## config.mk

```make
export PLATFORM = sky130hd
export DESIGN_NAME = soc_riscv_uart
export DESIGN_NICKNAME = d
export VERILOG_FILES = /design/src/rtl/soc_pkg.sv /design/src/rtl/uart_tx.sv /design/src/rtl/soc_riscv_uart.sv
export SDC_FILE = /design/constraint.sdc
export NUM_CORES = 1
export LEC_CHECK = 0
export BUFFER_PORTS_ARGS = -buffer_cell sky130_fd_sc_hd__buf_4
export CORE_MARGIN = 2
export CORE_UTILIZATION = 45
export DETAILED_ROUTE_END_ITERATION = 10
export PLACE_DENSITY_LB_ADDON = 0.25
export RECOVER_POWER = 50
export SLEW_MARGIN = 0
export SYNTH_ARGS = -nofsm -noshare
export SYNTH_HDL_FRONTEND = slang
export SYNTH_SLANG_ARGS = --single-unit
```

## constraint.sdc

```tcl
create_clock -name clk -period 5.6 [get_ports clk]
set_input_delay 0.28 -clock clk [delete_from_list [all_inputs] [get_ports clk]]
set_output_delay 0.28 -clock clk [all_outputs]
set_load 0.01 [all_outputs]
```

## src/rtl/soc_pkg.sv

```systemverilog
// Shared constants for the SoC: RV32I opcodes, UART register map, UART state type and the boot ROM image.
package soc_pkg;

  localparam logic [6:0] OP_LUI    = 7'b0110111;
  localparam logic [6:0] OP_OPIMM  = 7'b0010011;
  localparam logic [6:0] OP_LOAD   = 7'b0000011;
  localparam logic [6:0] OP_STORE  = 7'b0100011;
  localparam logic [6:0] OP_BRANCH = 7'b1100011;
  localparam logic [6:0] OP_JAL    = 7'b1101111;

  localparam logic [2:0] F3_ADDI = 3'b000;
  localparam logic [2:0] F3_WORD = 3'b010;
  localparam logic [2:0] F3_BNE  = 3'b001;

  localparam logic [31:0] UART_TXDATA = 32'h1000_0000;
  localparam logic [31:0] UART_STATUS = 32'h1000_0004;
  localparam logic [31:0] NOP_INSTR   = 32'h0000_0013;

  typedef enum logic [1:0] {
    UART_IDLE,
    UART_START,
    UART_DATA,
    UART_STOP
  } uart_state_e;

  // Boot program: print "Hi", polling STATUS between bytes, then spin on a self-jump.
  function automatic logic [31:0] rom_word(input int unsigned idx);
    case (idx)
      0:       rom_word = 32'h1000_00B7;  // lui  x1, 0x10000
      1:       rom_word = 32'h0480_0113;  // addi x2, x0, 0x48
      2:       rom_word = 32'h0020_A023;  // sw   x2, 0(x1)
      3:       rom_word = 32'h0040_A183;  // lw   x3, 4(x1)
      4:       rom_word = 32'hFE01_9EE3;  // bne  x3, x0, -4
      5:       rom_word = 32'h0690_0113;  // addi x2, x0, 0x69
      6:       rom_word = 32'h0020_A023;  // sw   x2, 0(x1)
      7:       rom_word = 32'h0040_A183;  // lw   x3, 4(x1)
      8:       rom_word = 32'hFE01_9EE3;  // bne  x3, x0, -4
      9:       rom_word = 32'h0000_006F;  // jal  x0, 0
      default: rom_word = NOP_INSTR;
    endcase
  endfunction

endpackage

```

## src/rtl/uart_tx.sv

```systemverilog
// 8N1 UART transmitter; start bit is driven on the same edge that accepts start while idle.
module uart_tx
  import soc_pkg::*;
#(
  parameter int unsigned CLKS_PER_BIT = 4
) (
  input  logic       clk,
  input  logic       reset,
  input  logic [7:0] data,
  input  logic       start,
  output logic       busy,
  output logic       ser_out
);
  localparam int unsigned CW = (CLKS_PER_BIT > 1) ? $clog2(CLKS_PER_BIT) : 1;

  uart_state_e   state_q;
  logic [CW-1:0] cnt_q;
  logic [2:0]    bit_q;
  logic [7:0]    shift_q;
  logic          ser_q;
  logic          last_c;

  assign last_c  = (cnt_q == CW'(CLKS_PER_BIT - 1));
  assign busy    = (state_q != UART_IDLE);
  assign ser_out = ser_q;

  always_ff @(posedge clk or negedge reset) begin
    if (!reset) begin
      state_q <= UART_IDLE;
      cnt_q   <= '0;
      bit_q   <= '0;
      shift_q <= '0;
      ser_q   <= 1'b1;
    end else begin
      case (state_q)
        UART_IDLE: begin
          if (start) begin
            state_q <= UART_START;
            shift_q <= data;
            cnt_q   <= '0;
            ser_q   <= 1'b0;
          end
        end
        UART_START: begin
          if (last_c) begin
            state_q <= UART_DATA;
            cnt_q   <= '0;
            bit_q   <= '0;
            ser_q   <= shift_q[0];
          end else begin
            cnt_q <= cnt_q + CW'(1);
          end
        end
        UART_DATA: begin
          if (last_c) begin
            cnt_q <= '0;
            if (bit_q == 3'd7) begin
              state_q <= UART_STOP;
              ser_q   <= 1'b1;
            end else begin
              bit_q   <= bit_q + 3'd1;
              shift_q <= {1'b0, shift_q[7:1]};
              ser_q   <= shift_q[1];
            end
          end else begin
            cnt_q <= cnt_q + CW'(1);
          end
        end
        UART_STOP: begin
          if (last_c) begin
            state_q <= UART_IDLE;
            cnt_q   <= '0;
          end else begin
            cnt_q <= cnt_q + CW'(1);
          end
        end
        default: begin
          state_q <= UART_IDLE;
          ser_q   <= 1'b1;
        end
      endcase
    end
  end

endmodule

```

## src/rtl/soc_riscv_uart.sv

```systemverilog
// Minimal SoC top: single-cycle RV32I-subset core running from a fixed ROM, with a memory-mapped UART TX.
module soc_riscv_uart
  import soc_pkg::*;
#(
  parameter int unsigned CLKS_PER_BIT = 4,
  parameter int unsigned ROM_WORDS    = 32
) (
  input  logic clk,
  input  logic reset,
  output logic ser_out
);
  localparam int unsigned AW = $clog2(ROM_WORDS);

  logic [31:0] pc_q, pc_d;
  logic [31:0] rf_q [32];
  logic [31:0] instr_c;
  logic [6:0]  opcode_c;
  logic [4:0]  rd_c, rs1_c, rs2_c;
  logic [2:0]  funct3_c;
  logic [31:0] imm_i_c, imm_s_c, imm_b_c, imm_u_c, imm_j_c;
  logic [31:0] rs1_val_c, rs2_val_c, ld_addr_c, st_addr_c, ld_data_c, wr_data_c;
  logic        wr_en_c, st_en_c, tx_start_c, tx_busy;

  assign instr_c  = rom_word(32'(pc_q[AW+1:2]));
  assign opcode_c = instr_c[6:0];
  assign rd_c     = instr_c[11:7];
  assign funct3_c = instr_c[14:12];
  assign rs1_c    = instr_c[19:15];
  assign rs2_c    = instr_c[24:20];

  assign imm_i_c = {{20{instr_c[31]}}, instr_c[31:20]};
  assign imm_s_c = {{20{instr_c[31]}}, instr_c[31:25], instr_c[11:7]};
  assign imm_b_c = {{19{instr_c[31]}}, instr_c[31], instr_c[7], instr_c[30:25], instr_c[11:8], 1'b0};
  assign imm_u_c = {instr_c[31:12], 12'b0};
  assign imm_j_c = {{11{instr_c[31]}}, instr_c[31], instr_c[19:12], instr_c[20], instr_c[30:21], 1'b0};

  assign rs1_val_c = (rs1_c == 5'd0) ? 32'd0 : rf_q[rs1_c];
  assign rs2_val_c = (rs2_c == 5'd0) ? 32'd0 : rf_q[rs2_c];
  assign ld_addr_c = rs1_val_c + imm_i_c;
  assign st_addr_c = rs1_val_c + imm_s_c;

  // Only STATUS is readable; every other load address returns zero.
  assign ld_data_c  = (ld_addr_c == UART_STATUS) ? {31'b0, tx_busy} : 32'd0;
  assign tx_start_c = st_en_c && (st_addr_c == UART_TXDATA);

  always_comb begin
    pc_d      = pc_q + 32'd4;
    wr_en_c   = 1'b0;
    wr_data_c = 32'd0;
    st_en_c   = 1'b0;
    case (opcode_c)
      OP_LUI: begin
        wr_en_c   = 1'b1;
        wr_data_c = imm_u_c;
      end
      OP_OPIMM: begin
        if (funct3_c == F3_ADDI) begin
          wr_en_c   = 1'b1;
          wr_data_c = rs1_val_c + imm_i_c;
        end
      end
      OP_LOAD: begin
        if (funct3_c == F3_WORD) begin
          wr_en_c   = 1'b1;
          wr_data_c = ld_data_c;
        end
      end
      OP_STORE: begin
        if (funct3_c == F3_WORD) st_en_c = 1'b1;
      end
      OP_BRANCH: begin
        if (funct3_c == F3_BNE && rs1_val_c != rs2_val_c) pc_d = pc_q + imm_b_c;
      end
      OP_JAL: begin
        wr_en_c   = 1'b1;
        wr_data_c = pc_q + 32'd4;
        pc_d      = pc_q + imm_j_c;
      end
      default: ;
    endcase
  end

  always_ff @(posedge clk or negedge reset) begin
    if (!reset) begin
      pc_q <= '0;
      for (int i = 0; i < 32; i++) rf_q[i] <= '0;
    end else begin
      pc_q <= pc_d;
      if (wr_en_c && rd_c != 5'd0) rf_q[rd_c] <= wr_data_c;
    end
  end

  uart_tx #(
    .CLKS_PER_BIT(CLKS_PER_BIT)
  ) u_uart (
    .clk    (clk),
    .reset  (reset),
    .data   (rs2_val_c[7:0]),
    .start  (tx_start_c),
    .busy   (tx_busy),
    .ser_out(ser_out)
  );

endmodule

```

==> impl_metrics.ini, run 1 <==
[timing]
finalClockSkew_ps = 21.4
period_share = 0.968
worst_pin_slew_ps = 2540
slew_violations = 167
layout_min_cycle_time_ps = 5420
final-hold-violation-count = 0
fmax_mhz = 184
setup_viol_count_final = 0
maxSlewHeadroom = -0.696

[pwr]
p_int_mw = 1.82
switching_share = 0.247
netSwitchingPower_mw = 0.600
power_mw = 2.42
clockPowerShare = 0.501
ir_drop_mv = 0.217
sequentialPowerShare = 0.489
pwr-share-comb = 0.010
powerDensity_nw_per_um2 = 141
p_leak_nw = 7.41

[cells_and_area]
postLayoutCellArea_sq_um = 17200
nNetsFinal = 2018
fill_cells = 3293
drive_gt1_frac = 0.142
post-route-util = 0.512
area_delta_synth_final_pct = 12.2

[place]
portBuffers = 2
gp_congestion = 1.03
dpl-instance-area_sq_um = 16300
dpl.hpwl_mm = 42.9

[status]
outcome = finished, violations left
violations = capacitance limit, slew limit

[clocking]
cts_buffer_depth = 2
cts_buffers = 17
clk_latency_ps = 460
clk_pin_slew_worst_paths_ps = 80
cts_root_buffer = clkbuf_16
clock_sinks = 164
cts_tree = yes
h-tree-depth = 4

[detailed_routing]
postRouteAntennaNets = 0
vias = 15759
via_per_inst = 6.59
routed_wl_mm = 58.3
dr.pass1.iters = 5
drtIter0Drc = 1503
wl_per_cell_um = 24.4
drc_errors = 0

[global_routing]
antenna_found_initial = 2
grt_use_total = 0.320
grt_max_degree = 96
grt_pass1_wl_mm = 88.3
grt-ovfl-total = 0
grt_pass1_vias = 15001

[logic_synthesis]
synth-edff-count = 0
ys_warn_count = 0
synth.ff_latch_count = 164
postSynth.asyncResetShare = 1.00
syn_inst = 1909
synth_top_area_frac = 0.266
synth_area_sq_um = 15300
synth_area_leaders = dfrtp_1 (27%), ha_1 (6.7%), nand2_1 (5.8%)
synth_fp_nets = 1997
synth.distinct_cells = 94
yosysTopAreaCell = dfrtp_1
synth_flop_cell = dfrtp_1
avgSynthCellArea_sq_um = 8.02
ys_seq_area_frac = 0.268

[worst_setup_path]
critPathLaunchType = flop
worst_ep_required_time_ps = 5930
cp_max_fo = 16
critPathKind = flop to flop
rrSetupSlack_ps = 180
endpoint_kind = flop
crit_arrival_ps = 5750
reg2reg_to = u_uart.shift_q[2]$_DFFE_PN0P_
rr_startpoint = pc_q[2]$_DFF_PN0_
rr_worst_depth = 22

[min_path]
holdPathEnd = rf_q[1019]$_DFFE_PN0P_
hold_path.class = flop to flop
hold_start = rf_q[1019]$_DFFE_PN0P_
hold_path_depth = 0

[run]
max_cap_violations = 2

[die]
core-area_sq_um = 33500
die_h_um = 188
initial_utilization = 0.457
num_io_pins = 3
die_area_sq_um = 35500
die_w_um = 188
rows = 67
## critical path: stages (launching register included)
cell and delay, ps:
dfrtp_1 350, buf_4 180, ha_2 230, nor2b_2 60
o21ai_2 170, buf_6 220, buf_6 200, nand4_1 220
nand3_2 180, ha_1 270, buf_4 190, nand2_1 100
o21ai_0 140, a221oi_2 320, a21oi_1 120, a2111o_1 440
a2111oi_2 380, buf_4 170, nand4_1 120, nor4_4 380
a41oi_4 210, nor2_4 280, mux2_1 360
## through the flow
stage,setup TNS [ps],setup slack (ps),std cells,hold slack (ps)
detailed placement,0,72.7,2346,365
global placement,0,173,2346,365
finish,0,178,2393,376
floorplan,0,82.8,1909,-15.6
CTS,0,18.1,2379,381
global route,-179,-34.8,2391,395
## synthesized netlist by cell type (40+ instances only)
cell / number
nand2_1: 235
clkbuf_1: 92
nand4_1: 61
nand3_1: 80
nor2_1: 126
inv_1: 40
mux2_2: 43
dfrtp_1: 163
a21oi_1: 125
xor2_1: 43
o21ai_0: 102
ha_1: 82
and2_1: 45
xnor2_1: 60
a21o_1: 40
## routing by layer
metal,vias up,part of all wire,track usage
met1,7597,0.42,0.432
met4,2,0.047,0.145
met5,-,0.00022,0
met3,176,0.083,0.0481
met2,778,0.45,0.508
li1,7206,-,-
## cells in the final DEF, fill, tap and decap left out, types with 16 or more instances in the layout
| cell type | Yosys | layout |
|---|---|---|
| nand3_1 | 80 | 79 |
| nor3_1 | 31 | 29 |
| clkbuf_16 | 0 | 18 |
| a21oi_1 | 125 | 117 |
| buf_4 | 13 | 126 |
| a21o_1 | 40 | 40 |
| and4_1 | 22 | 22 |
| nor2_1 | 126 | 125 |
| nand2_1 | 235 | 235 |
| and2_1 | 45 | 44 |
| or3_1 | 19 | 18 |
| xnor2_1 | 60 | 60 |
| o21ai_0 | 102 | 98 |
| a211oi_1 | 17 | 16 |
| nand4_1 | 61 | 61 |
| mux2i_1 | 25 | 25 |
| o21a_1 | 20 | 20 |
| o211ai_1 | 32 | 32 |
| ha_1 | 82 | 77 |
| inv_1 | 40 | 39 |
| mux2_2 | 43 | 43 |
| dfrtp_1 | 163 | 162 |
| o22ai_1 | 16 | 16 |
| xor2_1 | 43 | 43 |
| a311o_1 | 18 | 18 |
| a31oi_1 | 32 | 32 |
## cell families (layout without fill, tap and decap cells)
group / count (synthesis) / count (layout) / synth area share
AND/OR/NAND/NOR: 705 / 707 / 0.230
AO/OA/AOI/OAI: 594 / 594 / 0.266
buffers and inverters: 180 / 212 / 0.0501
flip-flops: 164 / 164 / 0.268
XOR/XNOR: 104 / 104 / 0.0600
adder cells (fa/ha/maj): 86 / 86 / 0.0722
multiplexers: 76 / 76 / 0.0539
other: 0 / 2 / 0
## area by class of cell
class | count | area (sq um) | area share
Clock buffer | 19 | 443 | 0.0258
Sequential cell | 164 | 4110 | 0.239
Clock inverter | 13 | 136 | 0.00794
Tap cell | 448 | 561 | 0.0326
Antenna cell | 2 | 5.00 | 0.000291
Inverter | 42 | 158 | 0.00917
Timing Repair Buffer | 138 | 1120 | 0.0655
Multi-Input combinational cell | 1567 | 10600 | 0.620
## worst max path at each step
| stage | cells after the start | from | endpoint |
|---|---|---|---|
| 6_report | 22 | pc_q[2]$_DFF_PN0_ | u_uart.shift_q[2]$_DFFE_PN0P_ |
| 5_1_grt | 21 | pc_q[2]$_DFF_PN0_ | u_uart.shift_q[2]$_DFFE_PN0P_ |
| 4_1_cts | 19 | pc_q[3]$_DFF_PN0_ | u_uart.shift_q[2]$_DFFE_PN0P_ |
| 3_5_place_dp | 19 | pc_q[3]$_DFF_PN0_ | u_uart.shift_q[2]$_DFFE_PN0P_ |
| 3_3_place_gp | 21 | pc_q[2]$_DFF_PN0_ | rf_q[896]$_DFFE_PN0P_ |
| 2_1_floorplan | 21 | pc_q[2]$_DFF_PN0_ | u_uart.shift_q[0]$_DFFE_PN0P_ |
## repair_timing
action                                  in CTS  in global routing
endpoints found under the setup margin       0                 18
hold endpoints to repair                    59                  0
hold buffers                                 1                  0
buffers inserted                             0                  9
resized for setup                            0                 42
## state kept, by name, summed over array words and instances (netlist names)
signal          cells
rf_q              117
u_uart.bit_q        3
u_uart.shift_q      8
u_uart.state_q      2
u_uart.ser_out      1
pc_q               31
u_uart.cnt_q        2
## power groups by stage
stage / Sequential (mW) / Combinational (mW) / Clock (mW)
after floorplan: 1.21 / 0.00000449 / 0
after global placement: 1.21 / 0.0265 / 0
after detailed placement: 1.21 / 0.0267 / 0
after CTS: 1.18 / 0.0275 / 1.22
after global routing: 1.18 / 0.0296 / 1.27
final: 1.18 / 0.0249 / 1.21
Power figures use the tool's default switching activity.
==> run 2, diff against run 1 <==
Settings changed: ABC_AREA set to 1.
==> run 2 against run 1 <==
  * The run still ends with capacitance limit, slew limit left
  * Area after synthesis fell by 7.0%
  * Utilization fell by 2.7 points
  * Clock power fell by 4%
  * Routed wire length fell by 18%
  * Count of clock-buffer cells in the layout did not move
  * Register-to-register slack improved by 330 ps
  * Worst hold slack improved by 11 ps
  * Via count fell by 7.6%
==> impl_metrics.ini, run 2 <==
[timing]
fmax_mhz = 196
worst_pin_slew_ps = 4460
maxSlewHeadroom = -1.97
final-hold-violation-count = 0
grt_setup_unrepaired = false
layout_min_cycle_time_ps = 5090
slew_violations = 77
setup_viol_count_final = 0
hold_ws_ps = 387
finalClockSkew_ps = 13.9
tns_ps = 0
period_share = 0.909

[worst_setup_path]
critPathLaunchType = flop
crit_arrival_ps = 5430
cp_top_family = simple AND/OR/NAND/NOR gates
rr_worst_depth = 29
crit_top_cell = nand2_1
reg2reg_to = u_uart.shift_q[4]$_DFFE_PN0P_
cp_max_fo = 39
critPathMaxStageDelay_ps = 650
critPathKind = flop to flop
endpoint_kind = flop
worstPathBufferInverterCount = 7
slowest_stage = dfrtp_1
rr_startpoint = pc_q[4]$_DFF_PN0_
worst_ep_required_time_ps = 5940
rrSetupSlack_ps = 510

[clocking]
cts_buffer_depth = 2
clk_latency_ps = 460
cts_buffers = 17
cts_root_buffer = clkbuf_16
h-tree-depth = 4
clk_pin_slew_worst_paths_ps = 70
cts_tree = yes
clock_sinks = 145

[logic_synthesis]
synth_area_sq_um = 14200
syn_inst = 2237
synth.distinct_cells = 59
ys_seq_area_frac = 0.255
synth_flop_cell = dfrtp_1
ys_warn_count = 0
synth_fp_nets = 2325
synth.ff_latch_count = 145
synth_common_cells = nand2_1 (622), inv_1 (307), nor2_1 (230)
avgSynthCellArea_sq_um = 6.36
synth_area_leaders = dfrtp_1 (25%), nand2_1 (16%), inv_1 (8.1%)
yosysTopAreaCell = dfrtp_1
synth-edff-count = 0
synth_top_area_frac = 0.253
postSynth.asyncResetShare = 1.00
yosysMostFrequentCell = nand2_1

[cells_and_area]
nNetsFinal = 2297
layout_commonest_cell = nand2_1
reg.largest.list = rf_q x98, pc_q x31, u_uart.shift_q x8
fill_cells = 3233
num_antenna_cells = 0
area_delta_synth_final_pct = 7.04
largest_reg_flops = 98
drive_gt1_frac = 0.0590
largest-register = rf_q
final_cell_mix = nand2_1 (622), inv_1 (305), nor2_1 (230)
seqCellArea_sq_um = 3630
multiInputGateArea_sq_um = 9050

[min_path]
hold_path.class = flop to flop
hold_path_depth = 0
hold_start = rf_q[1023]$_DFFE_PN0P_
holdPathEnd = rf_q[1023]$_DFFE_PN0P_

[die]
initial_utilization = 0.454
num_io_pins = 3
rows = 65
core-area_sq_um = 31400
die_area_sq_um = 33100
die_h_um = 182
die_w_um = 182

[detailed_routing]
wl_per_cell_um = 18.3
vias = 14568
postRouteAntennaNets = 0
routed_wl_mm = 48.0
dr.pass1.iters = 6
via_per_inst = 5.56
drc_errors = 0
drtIter0Drc = 1408

[pwr]
powerDensity_nw_per_um2 = 146
power_mw = 2.23
ir_drop_mv = 0.210
p_leak_nw = 7.98

[global_routing]
grt_pass1_wl_mm = 76.0
use_met2 = 0.465
grt_pass1_vias = 13898
grt_use_total = 0.295
grt_max_degree = 77
grt_use_met1 = 0.404
top_usage_layer = met2
grt-ovfl-total = 0
antenna_found_initial = 0
met3_usage = 0.0624

[place]
portBuffers = 2
dpl.hpwl_mm = 36.7
gp_congestion = 1.01

[run]
max_cap_violations = 1

[status]
outcome = finished, violations left
violations = capacitance limit, slew limit
## run 2: cell count changes in the layout (fill, tap and decap cells not counted), moves of 44 or more
cell,previous run,this run
buf_4,126,27
inv_1,39,305
nand2_1,235,622
nand3_1,79,126
nand4_1,61,17
nor2_1,125,230
o21ai_0,98,163
## run 2: layout make-up
class | count | area share
Timing Repair Buffer | 35 | 0.0210
Clock buffer | 19 | 0.0284
Tap cell | 402 | 0.0330
Multi-Input combinational cell | 1698 | 0.594
Inverter | 312 | 0.0768
Sequential cell | 145 | 0.238
Clock inverter | 11 | 0.00887
## run 2: how the worst max path moves through the flow
stage / from / to / cells after the start
floorplan: pc_q[2]$_DFF_PN0_ / u_uart.shift_q[6]$_DFFE_PN0P_ / 33
global placement: pc_q[3]$_DFF_PN0_ / u_uart.shift_q[2]$_DFFE_PN0P_ / 29
detailed placement: pc_q[3]$_DFF_PN0_ / u_uart.shift_q[7]$_DFFE_PN0P_ / 29
CTS: pc_q[3]$_DFF_PN0_ / u_uart.shift_q[4]$_DFFE_PN0P_ / 29
global route: pc_q[3]$_DFF_PN0_ / u_uart.shift_q[5]$_DFFE_PN0P_ / 30
finish: pc_q[4]$_DFF_PN0_ / u_uart.shift_q[4]$_DFFE_PN0P_ / 29
## run 2: where the power goes
part | internal, mW | total (mW) | switching [mW]
logic | 0.00109 | 0.0224 | 0.0213
registers | 1.05 | 1.05 | 0
clock network | 0.656 | 1.16 | 0.506
total | 1.70 | 2.23 | 0.527
## run 2: logic make-up after synthesis
| kind of cell | after synthesis | share of synthesized area |
|---|---|---|
| adders and majority gates | 86 | 0.0777 |
| DFF | 145 | 0.255 |
| xor gates and xnor gates | 105 | 0.0646 |
| and+or+nand+nor | 1098 | 0.323 |
| AOI/OAI and AO/OA | 409 | 0.169 |
| buffers and inverters | 394 | 0.110 |
## run 2: metrics by stage
step,util,instance area [sq um],instances,setup slack (ps)
6_report,0.485,15200,2622,509
5_1_grt,0.485,15200,2622,44.0
4_1_cts,0.484,15200,2618,469
3_5_place_dp,0.466,14600,2587,475
3_3_place_gp,0.466,14600,2587,496
2_1_floorplan,-,14200,2237,1040
## run 2: layer usage
| metal | share of wire | routed length (um) | up-vias |
|---|---|---|---|
| li1 | - | - | 7170 |
| met1 | 0.45 | 21400 | 6734 |
| met2 | 0.44 | 21200 | 579 |
| met3 | 0.082 | 3950 | 85 |
| met4 | 0.029 | 1410 | 0 |
| met5 | 0 | 0 | - |
## run 2: timing repair
| item | in CTS | in global routing |
|---|---|---|
| hold endpoints to repair | 74 | 0 |
| hold buffers | 1 | 0 |
| resized for setup | 0 | 3 |
| endpoints found under the setup margin | 0 | 14 |
| buffers inserted | 0 | 4 |
